## src/rtl/targets_print_queue.sv

```systemverilog
// Target print queue: samples live target coordinates, keeps a circular FIFO of
// committed targets and streams every queue row plus the live row to character RAM.
module targets_print_queue #(
    parameter int SLOTS      = 3,
    parameter int DIGITS     = 4,
    parameter int COORD_W    = 32,
    parameter int IDX_W      = 8,
    parameter int SLOT_BASE  = 176,
    parameter int ROW_STRIDE = 32,
    parameter int LIVE_BASE  = 116,
    parameter bit OVERWRITE  = 1'b1
) (
    input  logic               clock,
    input  logic               resetn,
    input  logic [COORD_W-1:0] targetx,
    input  logic [COORD_W-1:0] targety,
    input  logic               queue_push,
    input  logic               clear,
    input  logic               start,
    output logic               char_we,
    output logic [IDX_W-1:0]   char_index,
    output logic [7:0]         char_data,
    output logic               busy,
    output logic               finish,
    output logic               done,
    output logic [3:0]         level,
    output logic               full,
    output logic               overflow
);
    localparam int CHARS = 2 * DIGITS;
    localparam int COL_W = $clog2(CHARS);
    localparam int PTR_W = (SLOTS > 1) ? $clog2(SLOTS) : 1;
    localparam logic [3:0] SLOTS_L = 4'(SLOTS);
    localparam logic [COL_W-1:0] LAST_COL = COL_W'(CHARS - 1);
    localparam logic [PTR_W-1:0] LAST_PTR = PTR_W'(SLOTS - 1);

    typedef enum logic {IDLE, PRINT} state_t;
    typedef logic [CHARS-1:0][7:0] row_t;

    state_t           state;
    row_t             live_p1, live_next;
    row_t             queue_mem [SLOTS];
    logic [PTR_W-1:0] head, tail, cap_head, sel_head, slot;
    logic [3:0]       cap_level, sel_level, row, nxt_row;
    logic [COL_W-1:0] col, nxt_col;
    logic             push_p1, pend, push_evt, do_push, write_en, last_char;
    logic [IDX_W-1:0] nxt_index;
    logic [7:0]       nxt_data;
    int               off, slot_sum;
    logic             unused_coord_bits;

    function automatic logic [7:0] to_ascii(input logic [3:0] nib);
        return (nib < 4'd10) ? (8'h30 + {4'h0, nib}) : (8'h37 + {4'h0, nib});
    endfunction

    function automatic logic [PTR_W-1:0] next_ptr(input logic [PTR_W-1:0] p);
        return (p == LAST_PTR) ? '0 : p + 1'b1;
    endfunction

    // Only the low nibble of every coordinate byte carries a digit.
    assign unused_coord_bits = ^{targetx, targety};

    always_comb begin
        live_next = '0;
        for (int k = 0; k < DIGITS; k++) begin
            live_next[k]          = to_ascii(targetx[8*(DIGITS-1-k) +: 4]);
            live_next[DIGITS + k] = to_ascii(targety[8*(DIGITS-1-k) +: 4]);
        end
    end

    always_ff @(posedge clock or negedge resetn) begin
        if (!resetn) live_p1 <= {CHARS{8'h30}};
        else         live_p1 <= live_next;
    end

    assign busy     = (state == PRINT);
    assign finish   = ~busy;
    assign full     = (level == SLOTS_L);
    assign push_evt = queue_push & ~push_p1;
    // A push deferred during a sweep lands on the done cycle.
    assign do_push  = ~clear & ((push_evt & ~busy) | (pend & done));
    assign write_en = do_push & (~full | OVERWRITE);

    always_ff @(posedge clock or negedge resetn) begin
        if (!resetn) begin
            head     <= '0;
            tail     <= '0;
            level    <= 4'd0;
            overflow <= 1'b0;
            pend     <= 1'b0;
            push_p1  <= 1'b0;
        end else begin
            push_p1  <= queue_push;
            overflow <= do_push & full;
            if (clear) begin
                head  <= '0;
                tail  <= '0;
                level <= 4'd0;
                pend  <= 1'b0;
            end else begin
                if (busy && push_evt) pend <= 1'b1;
                else if (done)        pend <= 1'b0;
                if (do_push) begin
                    if (!full) begin
                        tail  <= next_ptr(tail);
                        level <= level + 4'd1;
                    end else if (OVERWRITE) begin
                        head <= next_ptr(head);
                        tail <= next_ptr(tail);
                    end
                end
            end
        end
    end

    always_ff @(posedge clock) begin
        if (write_en) queue_mem[tail] <= live_p1;
    end

    // Character for the next write: in IDLE it is the first one of a sweep.
    always_comb begin
        sel_level = busy ? cap_level : level;
        sel_head  = busy ? cap_head : head;
        nxt_row   = 4'd0;
        nxt_col   = '0;
        if (busy) begin
            if (col == LAST_COL) begin
                nxt_row = row + 4'd1;
            end else begin
                nxt_row = row;
                nxt_col = col + 1'b1;
            end
        end
        last_char = busy && (row == SLOTS_L) && (col == LAST_COL);
        off       = int'(nxt_col) + int'(nxt_col >> 1);
        slot_sum  = int'(sel_head) + int'(nxt_row);
        if (slot_sum >= SLOTS) slot_sum = slot_sum - SLOTS;
        slot = PTR_W'(slot_sum);
        if (nxt_row == SLOTS_L) begin
            nxt_index = IDX_W'(LIVE_BASE + off);
            nxt_data  = live_p1[nxt_col];
        end else begin
            nxt_index = IDX_W'(SLOT_BASE + int'(nxt_row) * ROW_STRIDE + off);
            nxt_data  = (nxt_row < sel_level) ? queue_mem[slot][nxt_col] : 8'h20;
        end
    end

    always_ff @(posedge clock or negedge resetn) begin
        if (!resetn) begin
            state      <= IDLE;
            char_we    <= 1'b0;
            char_index <= IDX_W'(LIVE_BASE);
            char_data  <= 8'h00;
            done       <= 1'b0;
            row        <= 4'd0;
            col        <= '0;
            cap_level  <= 4'd0;
            cap_head   <= '0;
        end else begin
            done <= 1'b0;
            if (clear) begin
                state   <= IDLE;
                char_we <= 1'b0;
            end else begin
                case (state)
                    IDLE: begin
                        if (start) begin
                            state      <= PRINT;
                            cap_level  <= level;
                            cap_head   <= head;
                            row        <= nxt_row;
                            col        <= nxt_col;
                            char_we    <= 1'b1;
                            char_index <= nxt_index;
                            char_data  <= nxt_data;
                        end
                    end
                    PRINT: begin
                        if (last_char) begin
                            state   <= IDLE;
                            char_we <= 1'b0;
                            done    <= 1'b1;
                        end else begin
                            row        <= nxt_row;
                            col        <= nxt_col;
                            char_index <= nxt_index;
                            char_data  <= nxt_data;
                        end
                    end
                    default: state <= IDLE;
                endcase
            end
        end
    end
endmodule

```

## config.mk

```make
export PLATFORM = sky130hd
export DESIGN_NAME = targets_print_queue
export DESIGN_NICKNAME = d
export VERILOG_FILES = /design/src/rtl/targets_print_queue.sv
export SDC_FILE = /design/constraint.sdc
export NUM_CORES = 1
export LEC_CHECK = 0
export CORE_MARGIN = 2
export CORE_UTILIZATION = 25
export DETAILED_ROUTE_END_ITERATION = 7
export PLACE_DENSITY = 0.46
export REMOVE_ABC_BUFFERS = 1
export SYNTH_ARGS = -nofsm -noshare
export SYNTH_HDL_FRONTEND = slang
export SYNTH_SLANG_ARGS = --single-unit
export TNS_END_PERCENT = 50
```

## constraint.sdc

```tcl
create_clock -name clock -period 8.4 [get_ports clock]
set_input_delay 1.26 -clock clock [delete_from_list [all_inputs] [get_ports clock]]
set_output_delay 1.26 -clock clock [all_outputs]
set_load 0.03 [all_outputs]
```

## Yosys cells after proc, flatten, opt, wreduce, memory -nomap -nowiden

Memory sizes are Yosys's and may differ from the RTL's.
Index checks and enable logic that the tools add are counted.

| word-level totals | value |
|---|---|
| bits in registers | 99 |
| memory bits (writable) | 168 |
| input port bits | 69 |
| logic and storage cells | 153 |
| memories kept | 1 |

| operators by class | value |
|---|---|
| add/subtract/negate cells | 27 |
| magnitude comparators | 11 |
| eq/ne operators | 11 |
| multiplexer cells | 60 |
| bitwise gates (word level) | 9 |
| reductions and logical operators | 11 |

Memory list:

| name | words | bits a word | read ports | clocked after Yosys merged registers in | write ports | line | source |
|---|---|---|---|---|---|---|---|
| queue_mem | 3 | 56 | 1 | 0 | 1 | 42 | `row_t queue_mem [SLOTS];` |

Operator list:

| kind | number |
|---|---|
| $add 6x4->7 const A | 16 |
| $mux 8 | 9 |
| $mux 7 | 8 |
| $bmux 8 s3 | 2 |
| $lt 4x4->1 const B | 8 |
| $mux 4 | 8 |
| $pmux 8 s2 | 2 |
| $mux 2 | 9 |
| $mux 1 | 14 |
| $eq 4x2->1 const B | 3 |
| $mux 3 | 4 |
| $add 4x1->4 const B | 2 |
| $add 7x4->8 const A | 1 |
| $add 8x4->8 | 1 |
| $add 8x8->8 const A | 1 |
| $pmux 4 s2 | 1 |
| $ne 2x2->1 const B | 3 |
| $pmux 3 s2 | 1 |
| $reduce_and 2->1 | 3 |
| $reduce_and 3->1 | 2 |
| $add 2x4->5 | 1 |
| $and 1x1->1 | 5 |
| $ge 5x2->1 const B | 1 |
| $add 2x1->2 const B | 2 |
| 15 further kinds | 22 |

## Depth between registers and ports, before layout

An unclocked memory read counts as a cell.

| depth | value |
|---|---|
| depth in word-level cells | 13 |
| mapped depth | 20 |
| mapped depth without buffers | 17 |

## Worst setup path before layout

Ideal clock, no wire load.

| path | value |
|---|---|
| path kind | input to register |
| from | input port queue_push |
| to | memory queue_mem[1][0] (netlist name), enable pin |
| library setup time | 0.628 ns |
| arrival | 7.522 ns |
| required time | 7.772 ns |
| setup slack | 0.250 ns |
| stages | 5 |
| path buffers | 1 |
| cells stage by stage | nand2b_1 nor2_1 a21oi_1 clkbuf_1 nor4b_1 |

| on the way | value |
|---|---|
| longest elaborated chain between the ends | 6 |

Ends and longest elaborated chain:

| element | line | source |
|---|---|---|
| start, declared | 17 | `input logic queue_push,` |
| $and 1x1->1 | 79 | `assign push_evt = queue_push & ~push_p1;` |
| $and 1x1->1 | 81 | `assign do_push = ~clear & ((push_evt & ~busy) \| (pend & done));` |
| $or 1x1->1 | 81 |  |
| $and 1x1->1 | 81 |  |
| $mux 1 | 117 | `if (write_en) queue_mem[tail] <= live_p1;` |
| $mux 1 (not written as such) | 117 |  |
| end, declared | 42 |  |

Every way passes these cells.

## Final worst setup path

| path | value |
|---|---|
| from | register col[0] |
| to | register char_data[5] |

| on the way | value |
|---|---|
| longest elaborated chain between the ends | 13 |
| elaborated cells on any way between the ends | 25 |
| classes of those cells | add/sub: 3; order compare: 2; eq/ne: 3; mux: 14; reduce/logical: 2; memory: 1 |

Ends and longest elaborated chain:

| element | line | source |
|---|---|---|
| start, declared | 45 | `logic [COL_W-1:0] col, nxt_col;` |
| start signal, assigned | 172 | `col <= nxt_col;` |
| start signal, assigned | 185 | `col <= nxt_col;` |
| $eq 3x3->1 * | 127 | `if (col == LAST_COL) begin` |
| $mux 4 * | 127 |  |
| $mux 4 * | 126 | `if (busy) begin` |
| named net nxt_row[0] | 44 | `logic [3:0] cap_level, sel_level, row, nxt_row;` |
| $add 2x4->5 | 136 | `slot_sum = int'(sel_head) + int'(nxt_row);` |
| $ge 5x2->1 / $sub 2x2->2 (equally long branches) | 137 | `if (slot_sum >= SLOTS) slot_sum = slot_sum - SLOTS;` |
| $mux 2 | 137 |  |
| $mem_v2 3x56 | n/a |  |
| $bmux 8 s3 | 144 | `nxt_data = (nxt_row < sel_level) ? queue_mem[slot][nxt_col] : 8'h20;` |
| $mux 8 (not written as such) | 144 |  |
| $mux 8 | 144 |  |
| $mux 8 * | 139 | `if (nxt_row == SLOTS_L) begin` |
| $mux 8, on equally long branches | 179, 167 |  |
| $pmux 8 s2 * | 165 | `case (state)` |
| end signal, assigned | 175 | `char_data <= nxt_data;` |
| end signal, assigned | 187 | `char_data <= nxt_data;` |
| end, declared | 22 | `output logic [7:0] char_data,` |

The timed path passes the listed nets; every way through them passes the cells marked *. The select of a mux whose other input is x is not followed.
A chain may end at the register's enable or synchronous reset.

==> run metrics <==
# Post-CTS Setup Buffers=0; Synth async-reset ratio=0.368; Fin Clk Skew=16.2 ps; fin nets=around 1100; I/O Pins=95; # DRC=0; setup TNS=0 ps; XOR/XNOR Fraction of Synth Area=0.0100; area growth from synthesis to layout=19.0%; core area=~48000 µm²; outcome=complete, no violations; syn avg cell area=about 13 µm²; hold buffer count at CTS=0; min cycle time layout=5980 ps; clk slew on worst S/H paths=60 ps; startpoint types=flop; first-pass iteration count of the detailed router=5; total grt overflow=0; flop2flop setup slack=2420 ps; Iter 0 DRT Violations=519; row count=80; clk_lat worst skew=between 500 and 600 ps; mux cell area share after synthesis=0.0922; share of layout cells above drive strength 1=0.131; vias per std cell=roughly 4.8; width of the die=224 µm; total CTS buffers=31; post-synthesis instance total=around 960; Finished Core Util=0.302; Layout fillers=4710; commonest cells after routing, fill and taps aside=edfxtp_1 (168), nand2_1 (119), dfrtp_1 (78); first-pass GRT wire length=49300 µm; antenna diode count=0; placer congestion estimate=about 0.77; crit end category=flop; Post-synth EDFFs=168; initial antenna violation count=0; Antenna Violating Nets Remaining=0; total track usage=0.128; LEAKAGE=5.41 nW; Storage cell area=about 7500 µm²; Fmax=0.167 GHz; simple-gate share of the synthesized area=0.0847; Die ar.=50200 µm²; via count=7905; commonest non-fill, non-tap cell in the layout=edfxtp_1; Synth Flop Type=edfxtp_1; Initial Utilization=0.254; DR WL/cell=about 19 µm; post-synthesis compound-gate area fraction=0.129; pin count of the biggest net entering global routing=68; Final Hold Fails=0; Multi-input gate area=4190 µm²; #FFs+latches synth=266; Final Max Slew Viols=0; sequential area share after synthesis=0.621; Worst-Margin Slew=1150 ps; dpl hpwl=20600 µm; vias in the first global route=7968; main combinational cell family by area after synthesis=compound AO/OA/AOI/OAI gates; Clock Tree Buf Depth=3; CTS tree=done; Crit Path Class=flop to flop; synth unique cells=68; final worst-path cycle share=0.712; PostCTS Resize Cnt=0; Clock Sinks=266; Synth Area in Adders=0.0260; RSZ-0062 raised after global routing=no; Slew Limit Headroom=0.228; hold crit path type=flop to flop; routed wire length=about 32000 µm; H-tree depth=1; Max Cap Viol=0; Port Buf Inserts=a little over 60; CP required=8860 ps; Ys Warns=0; Mapped Area=12100 µm²; pwr dens=between 200 and 250 nW/µm²; CP max FO=between 60 and 70; clock root cell=clkbuf_16; Setup Viol. Count Final=0; Die Span Y=approximately 220 µm; VDD IR max=158 µV; Worst Path Arrival=6450 ps
==> where the power goes <==
part           leakage (nW)  switching, mW  internal [mW]
logic                  2.18          0.232          0.140
registers              2.73         0.0527           1.46
clock network         0.493          0.541          0.775
==> cell families (layout without fill, tap and decap cells) <==
group           Yosys count  count (layout)
compound gates          242             242
xor+xnor                 13              13
fa+ha+maj                24              24
buf+inv                 101             186
flops                   266             266
mux                      92              92
other cells               1               1
simple gates            220             220
==> Yosys cell counts (all sizes together) (2+ instances only) <==
| cell type | n | area [µm²] |
|---|---|---|
| mux4 | 13 | 293 |
| nor4 | 2 | 12.5 |
| nor3b | 6 | 45.0 |
| inv | 47 | 179 |
| ha | 22 | 275 |
| nand2b | 3 | 18.8 |
| nor2b | 3 | 18.8 |
| or2 | 3 | 18.8 |
| dfstp | 20 | 526 |
| a311o | 3 | 30.0 |
| nor3 | 11 | 55.1 |
| a221oi | 6 | 52.6 |
| o221ai | 17 | 149 |
| buf | 27 | 166 |
| xnor2 | 12 | 113 |
| o22ai | 9 | 56.3 |
| edfxtp | 168 | 5040 |
| nand3b | 3 | 22.5 |
| a2111oi | 4 | 53.8 |
| fa | 2 | 40.0 |
| nand2 | 119 | 447 |
| o32ai | 2 | 17.5 |
| o21ai | 63 | 315 |
| o211ai | 10 | 75.1 |
| dfrtp | 78 | 1950 |
| or3 | 3 | 18.8 |
| nand3 | 17 | 97.6 |
| mux2 | 21 | 240 |
| and3 | 13 | 81.3 |
| o31ai | 21 | 158 |
| clkbuf | 26 | 97.6 |
| a21oi | 64 | 320 |
| nor4b | 2 | 17.5 |
| nor2 | 27 | 101 |
| o211a | 4 | 40.0 |
| a211oi | 15 | 125 |
| o22a | 3 | 26.3 |
| mux2i | 58 | 584 |
| a31oi | 14 | 87.6 |
==> worst max-delay path, cell delays in order, from the launching register on <==
cell and delay (ps):
dfrtp_1 320, buf_4 310, ha_1 200, ha_1 320
xor2_1 260, nand2_1 110, inv_1 130, ha_2 180
inv_1 50, fa_1 690, inv_1 150, ha_1 200
a21o_1 180, a211oi_4 230, buf_4 730, mux2i_2 720
nand3_4 270, a2111oi_4 360, a211oi_1 80, a221o_1 330
==> registers in the layout (all words and copies together) (netlist names), 3 cells and up <==
signal / flops
row: 4
level: 4
char_data: 7
cap_level: 4
live_p1: 56
queue_mem: 168
col: 3
char_index: 8
==> final cells by class <==
class                           instances  share of cell area
Sequential cell                       266               0.522
Multi-Input combinational cell        592               0.290
Clock buffer                           51              0.0662
Tap cell                              615              0.0534
Timing Repair Buffer                   80              0.0521
Inverter                               48              0.0127
Clock inverter                          7             0.00364
==> routing by layer <==
metal / vias up / share of wire / track usage
li1: 3717 / - / -
met1: 3971 / 0.48 / 0.181
met2: 170 / 0.46 / 0.204
met3: 47 / 0.043 / 0.0230
met4: 0 / 0.021 / 0.0297
met5: - / 0 / 0
==> path summary, 6_finish.rpt <==
| check | depth (start not counted) | to | startpoint |
|---|---|---|---|
| worst max-delay path | 19 | char_data[5] | col[0] |
| worst min-delay path | 2 | char_index[6] | char_index[6] |
| worst max register to register | 19 | char_data[5] | col[0] |
| worst min register to register | 2 | char_index[6] | char_index[6] |
| max in group asynchronous | 2 | done | resetn |
| min in group asynchronous | 1 | live_p1[58] | resetn |
==> metrics by stage <==
stage	hold slack [ps]	instance area [µm²]	instances	setup slack (ps)	power, mW
4_1_cts	481	14400	1659	2300	3.24
3_5_place_dp	473	13400	1601	2320	1.91
3_3_place_gp	468	13400	1601	2360	1.91
6_report	474	14400	1659	2420	3.20
2_1_floorplan	453	11900	906	364	1.73
5_1_grt	504	14400	1659	1940	3.33
(Power assumes the default switching activity.)
